## src/rtl/stream_arbiter.sv

```systemverilog
`timescale 1ns/1ps
// stream_arbiter
//   Packet-granular round-robin arbiter sharing one AXI-Stream output between
//   NUM_SRC upstream sources. A source is locked from grant until its tlast
//   beat is accepted, so packets never interleave. The shared output is driven
//   from a registered stage.
//
// Handshake: a beat moves across an interface in any cycle where tvalid and
//   tready are both 1. A source holds tvalid/tdata/tlast until that happens;
//   this block likewise holds m_tvalid/m_tdata/m_tlast while m_tready=0.
//   m_tvalid is only lowered after a handshake, or by reset.
//
// Ports:
//   clk, reset         clock, asynchronous active-high reset
//   arb_en             permit new grants (sampled in IDLE only)
//   src_mask           per-source grant enable (sampled in IDLE only)
//   s_tdata/s_tvalid/s_tlast/s_tready   source streams, source i at slice i
//   m_tdata/m_tvalid/m_tlast/m_tready   shared registered output stream
//   grant_id           index of the locked source, holds when idle
//   busy               1 while LOCKED (FSM state observation)
//   pkt_done           one-cycle pulse after the granted tlast beat is accepted
module stream_arbiter #(
  parameter int NUM_SRC = 4,
  parameter int DATA_W  = 32,
  parameter int ID_W    = $clog2(NUM_SRC)
) (
  input  logic                      clk,
  input  logic                      reset,
  input  logic                      arb_en,
  input  logic [NUM_SRC-1:0]        src_mask,
  input  logic [NUM_SRC*DATA_W-1:0] s_tdata,
  input  logic [NUM_SRC-1:0]        s_tvalid,
  input  logic [NUM_SRC-1:0]        s_tlast,
  output logic [NUM_SRC-1:0]        s_tready,
  output logic [DATA_W-1:0]         m_tdata,
  output logic                      m_tvalid,
  output logic                      m_tlast,
  input  logic                      m_tready,
  output logic [ID_W-1:0]           grant_id,
  output logic                      busy,
  output logic                      pkt_done
);

  typedef enum logic {
    IDLE   = 1'b0,
    LOCKED = 1'b1
  } state_t;

  state_t              state, state_nxt;
  logic [ID_W-1:0]     last_grant, last_grant_nxt, grant_nxt;
  logic [NUM_SRC-1:0]  req;
  logic [ID_W-1:0]     rr_pick;
  logic                rr_found;
  logic                load;
  logic                accept;
  logic                sel_valid;
  logic                sel_last;
  logic [DATA_W-1:0]   sel_data;

  // Round-robin search: first pass covers indices above last_grant, second
  // pass wraps to indices at or below it, so the last served source is last.
  always_comb begin
    req      = s_tvalid & src_mask;
    rr_found = 1'b0;
    rr_pick  = '0;
    for (int i = 0; i < NUM_SRC; i++) begin
      if (!rr_found && req[i] && (ID_W'(i) > last_grant)) begin
        rr_found = 1'b1;
        rr_pick  = ID_W'(i);
      end
    end
    for (int i = 0; i < NUM_SRC; i++) begin
      if (!rr_found && req[i] && (ID_W'(i) <= last_grant)) begin
        rr_found = 1'b1;
        rr_pick  = ID_W'(i);
      end
    end
  end

  // Mux of the granted source's stream signals.
  always_comb begin
    sel_valid = 1'b0;
    sel_last  = 1'b0;
    sel_data  = '0;
    for (int i = 0; i < NUM_SRC; i++) begin
      if (grant_id == ID_W'(i)) begin
        sel_valid = s_tvalid[i];
        sel_last  = s_tlast[i];
        sel_data  = s_tdata[i*DATA_W +: DATA_W];
      end
    end
  end

  // The output register can take a new beat when empty or being drained.
  assign load   = !m_tvalid || m_tready;
  assign busy   = (state == LOCKED);
  assign accept = busy && load && sel_valid;

  always_comb begin
    s_tready = '0;
    for (int i = 0; i < NUM_SRC; i++) begin
      s_tready[i] = busy && load && (grant_id == ID_W'(i));
    end
  end

  // Next-state logic. arb_en and src_mask only matter in IDLE.
  always_comb begin
    state_nxt      = state;
    grant_nxt      = grant_id;
    last_grant_nxt = last_grant;
    case (state)
      IDLE: begin
        if (arb_en && rr_found) begin
          grant_nxt = rr_pick;
          state_nxt = LOCKED;
        end
      end
      LOCKED: begin
        if (accept && sel_last) begin
          last_grant_nxt = grant_id;
          state_nxt      = IDLE;
        end
      end
      default: state_nxt = IDLE;
    endcase
  end

  always_ff @(posedge clk or posedge reset) begin
    if (reset) begin
      state      <= IDLE;
      last_grant <= ID_W'(NUM_SRC - 1);
      grant_id   <= '0;
      pkt_done   <= 1'b0;
    end else begin
      state      <= state_nxt;
      last_grant <= last_grant_nxt;
      grant_id   <= grant_nxt;
      pkt_done   <= accept && sel_last;
    end
  end

  // Output register: loads on accept, empties when drained with no new beat,
  // otherwise holds (stall).
  always_ff @(posedge clk or posedge reset) begin
    if (reset) begin
      m_tvalid <= 1'b0;
      m_tdata  <= '0;
      m_tlast  <= 1'b0;
    end else if (load) begin
      m_tvalid <= accept;
      if (accept) begin
        m_tdata <= sel_data;
        m_tlast <= sel_last;
      end
    end
  end

endmodule

```

## config.mk

```make
export PLATFORM = sky130hd
export DESIGN_NAME = stream_arbiter
export DESIGN_NICKNAME = d
export VERILOG_FILES = /design/src/rtl/stream_arbiter.sv
export SDC_FILE = /design/constraint.sdc
export NUM_CORES = 1
export LEC_CHECK = 0
export CAP_MARGIN = 0
export CORE_ASPECT_RATIO = 0.8
export CORE_MARGIN = 2
export CORE_UTILIZATION = 34
export CTS_CLUSTER_DIAMETER = 120
export CTS_CLUSTER_SIZE = 24
export DETAILED_ROUTE_END_ITERATION = 7
export MAX_ROUTING_LAYER = met4
export PLACE_DENSITY = 0.89
export REMOVE_ABC_BUFFERS = 1
export SYNTH_ARGS = -nofsm -noshare
export SYNTH_HDL_FRONTEND = slang
export SYNTH_SLANG_ARGS = --single-unit
```

## constraint.sdc

```tcl
create_clock -name clk -period 2.45 [get_ports clk]
set_input_delay 0.49 -clock clk [delete_from_list [all_inputs] [get_ports clk]]
set_output_delay 0.49 -clock clk [all_outputs]
set_load 0.02 [all_outputs]
```

Word level (Yosys, flattened, before mapping)
Cells that the tools add are included.
{"block": "totals", "ff_bits": 40, "word_cells": 86}
{"block": "classes", "n_bitwise": 2, "n_mux": 30, "reduce_logical": 36, "magnitude_cmp": 8, "n_eq_ne": 3}
{"op": "2-to-1 mux 32 bit", "count": 4}
{"op": "logical AND 1 bit", "count": 23}
{"op": "2-to-1 mux 1 bit", "count": 19}
{"op": "2-to-1 mux 2 bit", "count": 6}
{"op": "logical NOT 1 bit", "count": 8}
{"op": "AND reduction 2 bit", "count": 3}
{"op": "bitwise AND 4 bit", "count": 1}
{"op": "equality test 2 bit (second input constant)", "count": 2}
{"op": "> comparator 1 x 2 -> 1 bit (first input constant)", "count": 2}
{"op": "> comparator 2 bit (first input constant)", "count": 2}
{"op": "less-or-equal comparator 1 x 2 -> 1 bit (first input constant)", "count": 2}
{"op": "less-or-equal comparator 2 bit (first input constant)", "count": 2}
{"op": "equality test 2 x 1 -> 1 bit (second input constant)", "count": 1}
{"op": "logical NOT 2 bit", "count": 1}
{"op": "case mux 1 bit (2 select lines)", "count": 1}
{"op": "logical OR 1 bit", "count": 1}
{"op": "NOT 1 bit", "count": 1}

Logic depth before layout (Yosys ltp)
Gate-level depths: netlist of run 1.
{"block": "depth", "depth_word": 34, "ltp_mapped": 5}

Worst setup path before layout of run 1
No wires, ideal clock.
{"block": "synth_timing", "path_kind": "reg-to-output", "from": "register grant_id[1]", "to": "output port s_tready[2]", "required_ns": 1.960, "slack_ns": 0.308, "stages_incl_launch_ff": 5, "path_buffers": 3, "arrival_time_ns": 1.652, "cell_sequence": "dfrtp_1 -> buf_6 -> buf_2 -> buf_1 -> nor3b_1"}
{"block": "synth_between", "elab_chain_len": 2}
{"element": "from (decl)", "line": "39", "text": "output logic [ID_W-1:0] grant_id,"}
{"element": "from (signal assigned)", "line": "137", "text": "grant_id <= grant_nxt;"}
{"element": "equality test 2 bit", "line": "102", "text": "s_tready[i] = busy && load && (grant_id == ID_W'(i));"}
{"element": "logical AND 1 bit", "line": "102"}
{"element": "to (decl)", "line": "34", "text": "output logic [NUM_SRC-1:0] s_tready,"}
Every way passes these cells.

Final worst setup path of run 1
{"block": "layout_timing", "from": "input port m_tready", "to": "output port s_tready[1]"}
{"block": "layout_between", "elab_chain_len": 3}
{"element": "from (decl)", "line": "38", "text": "input logic m_tready,"}
{"element": "logical OR 1 bit", "line": "95", "text": "assign load = !m_tvalid || m_tready;"}
{"element": "logical AND 1 bit (2 in a row)", "line": "102"}
Every way passes these cells.

==> metrics.md, run 1 <==
| Metric | Value |
|---|---|
| DR pass1 iterations | `4` |
| Reg2reg start | `grant_id[1]` |
| Clock power share | `under 10%` |
| Slew Limit Fails | `0` |
| Drt drc | `0` |
| Final ANT Viol Nets | `0` |
| Worst-path fanout max | `4` |
| CTS H-tree depth | `2` |
| CTS Buf Count | `5` |
| Vias in the first global route | `around 2500` |
| Leakage power | `roughly 0.0018 µW` |
| Crit path time final | `around 2300 ps` |
| Via count | `2240` |
| Register share of total power | `a little over a quarter` |
| DIE HEIGHT | `80.4 µm` |
| Yosys warns | `0` |
| Sequential fraction of the synthesis area | `40.5%` |
| Syn_area_per_cell | `~16 µm²` |
| Skew-Pair Late Insertion Delay | `about 280 ps` |
| Layout cell share with drive strength beyond 1 | `between 20 and 30%` |
| Reg clk slew, reported paths | `around 80 ps` |
| Worst Tran Pin Value | `approximately 600 ps` |
| Avg Vias per Cell | `5.16` |
| Post-CTS resize count | `4` |
| Final Power | `4870 µW` |
| GPL Wtd Cong | `slightly above 0.9` |
| Final #Nets | `between 400 and 500` |
| Min-Delay Endpoint | `m_tlast` |
| Grt total ovfl | `0` |
| Endpoint class of the critical path | `output port` |
| Max-cap violations | `0` |
| CP Class | `in -> out` |
| Hold WC Path Type | `reg -> reg` |
| WP data arrival | `approximately 1800 ps` |
| Worst setup SP type | `primary input` |
| R2R setup slack | `370 ps` |
| Final Hold Viols | `0` |
| CTS root buf | `clkbuf_8` |
| RSZ-0062 raised after global routing | `false` |
| GR Util All Layers | `between 10% and 20%` |
| Post-Syn Area | `roughly 2500 µm²` |
| Synth cell types | `32` |
| Max_slew headroom | `about three fifths` |
| Mapped Cells | `about 160` |
| Core footprint | `slightly below 7000 µm²` |
| Utilization after layout | `between 60% and 70%` |
| Synth Register Bits | `40` |
| CTS Hold Bufs | `0` |
| CP Data Required Time | `just under 2000 ps` |
| Initial Utilization | `35.6%` |
| Drt initial violations | `28` |
| Site Rows | `27` |
| Worst vdd ir | `~0.7 mV` |
| P per Cell Area | `~1100 nW/µm²` |
| Largest net degree at the start of global routing | `28` |
| Clock sink count | `40` |
| Status | `finished clean` |
| Die Wd | `~99 µm` |
| WL final | `between 7000 and 8000 µm` |
| Fin Hold WS | `just under 500 ps` |
| Setup_tns | `0 ps` |
| Hold path startpoint | `m_tlast` |
| Final critical-path share of the clock period | `about 90%` |
| Reg-to-reg endpoint | `m_tdata[9]` |
| Sw frac | `a little over a third` |
| Clock Skews | `between 2 and 2.5 ps` |
| Worst Reg-to-Reg Cells | `4` |
| WHS Path Cells | `1` |
| Io pins | `~190` |
| First-pass GRT wire length | `approximately 12000 µm` |
| Layout area overhead | `83.0%` |
| Initial antenna violation count | `0` |
| Max Root-Sink Buffers | `2` |
| Wirelength per Cell | `~18 µm` |
| Antenna fix cells | `0` |
| Port bufs | `185` |
| Gate power share | `about 64%` |
| Switching power | `1780 µW` |
| CTS tree | `built` |
| Post-CTS Repair Setup Buffers | `0` |
| Cell internal pwr | `a little over 3000 µW` |
| Setup violators final | `0` |
| Fmax | `roughly 0.44 GHz` |
| Die area | `between 7000 and 8000 µm²` |
| Hpwl dp | `6370 µm` |
## power by group through the flow
stage          clock [µW]  combinational [µW]  sequential (µW)
2_1_floorplan           0                1310             1800
3_3_place_gp            0                3130             1280
3_5_place_dp            0                3200             1310
4_1_cts               464                3190             1300
5_1_grt               508                3320             1340
6_report              447                3140             1290
## routing by layer
layer | track usage [%] | vias up | part of all wire, %
met5 | - | - | 0
met4 | 4.38 | 0 | 1.1
met3 | 4.79 | 6 | 7.5
met2 | 36.4 | 125 | 53
met1 | 21.8 | 1100 | 38
li1 | - | 1009 | -
## cell usage in the layout (no fill, tap or decap)
cell type	synthesis	layout
mux2_4	1	1
nor3b_1	2	2
and4_1	1	1
buf_12	0	2
o21ai_0	1	1
a21o_1	1	1
dfrtp_1	38	36
clkbuf_8	0	6
a21oi_1	2	2
dfrtp_2	0	2
nor3_1	2	2
mux4_2	33	33
nor2_1	1	1
dfstp_2	2	2
inv_2	0	1
clkdlybuf4s50_1	0	181
nand2_1	10	10
and2_1	1	1
clkinv_2	0	2
nor2b_1	1	1
o221ai_1	1	1
buf_4	1	8
a31oi_1	1	1
nand3_4	1	1
nand2b_1	1	1
a2bb2oi_1	1	1
o31ai_1	1	1
dlygate4sd2_1	0	4
mux2_2	34	34
o32ai_2	1	1
a311o_1	1	1
and3b_1	2	2
a32o_1	2	2
nand4_1	1	1
## cells in the mapped netlist, drive strengths merged
master   number  share of area [%]
nand2b        1               0.25
mux4         33                 30
nor3b         2               0.61
a21oi         2               0.40
a31oi         1               0.25
a32o          2               0.81
o221ai        1               0.35
nor2b         1               0.25
nor3          2               0.40
nand2        10                1.5
a311o         1               0.40
inv           1               0.15
nor2          1               0.15
o32ai         1               0.66
nand4         1               0.25
buf          10                3.3
dfstp         2                2.1
and2          1               0.25
o21ai         1               0.20
and3b         2               0.71
nand3         1               0.71
clkbuf        3               0.45
o31ai         1               0.30
and4          1               0.35
mux2         35                 16
a21o          1               0.30
a2bb2oi       1               0.35
dfrtp        38                 38
## sequential cells by signal, summed over array words and instances, names as in the netlist
| register | flops |
|---|---|
| m_tlast | 1 |
| last_grant | 2 |
| pkt_done | 1 |
| m_tvalid | 1 |
| busy | 1 |
| m_tdata | 32 |
| grant_id | 2 |
## worst max-delay path, stage by stage
cell and delay (ps):
clkdlybuf4s50_1 450, nand2b_1 120, nand2_1 120, nor3b_1 220, dlygate4sd2_1 360
## through the flow
step	instances	worst slack [ps]	instance area, µm²
global placement	426	-82.4	4450
global route	434	117	4530
finish	434	193	4530
floorplan	144	-711	2380
CTS	434	173	4530
detailed placement	426	-122	4450
## final cells by class
class | instances | area, µm²
Clock inverter | 2 | 10.0
Sequential cell | 40 | 1010
Timing Repair Buffer | 195 | 1950
Fill cell | 555 | 2420
Clock buffer | 6 | 82.6
Multi-Input combinational cell | 103 | 1380
Tap cell | 87 | 109
Inverter | 1 | 3.75
## logic make-up after synthesis
| kind of cell | Yosys count | synth area share [%] |
|---|---|---|
| and+or+nand+nor | 23 | 5.46 |
| AOI/OAI and AO/OA | 12 | 4.04 |
| buffers and inverters | 14 | 3.94 |
| muxes | 68 | 46.1 |
| DFF | 40 | 40.5 |
## how the worst max path moves through the flow
stage / startpoint / to / slack (ps) / cells past startpoint
floorplan: grant_id[0] / last_grant[0] / -710 / 4
global placement: m_tready / s_tready[1] / -80 / 5
detailed placement: m_tready / s_tready[1] / -120 / 5
CTS: m_tready / s_tready[1] / 170 / 5
global route: m_tready / s_tready[1] / 120 / 5
finish: m_tready / s_tready[1] / 190 / 5
(Power assumes the default switching activity.)
==> run 2: changes to the inputs <==
Settings changed: CAP_MARGIN 0 to 20.
==> results of run 2 <==
Same layout as run 1: the final DEF is identical, and so are final timing and power.
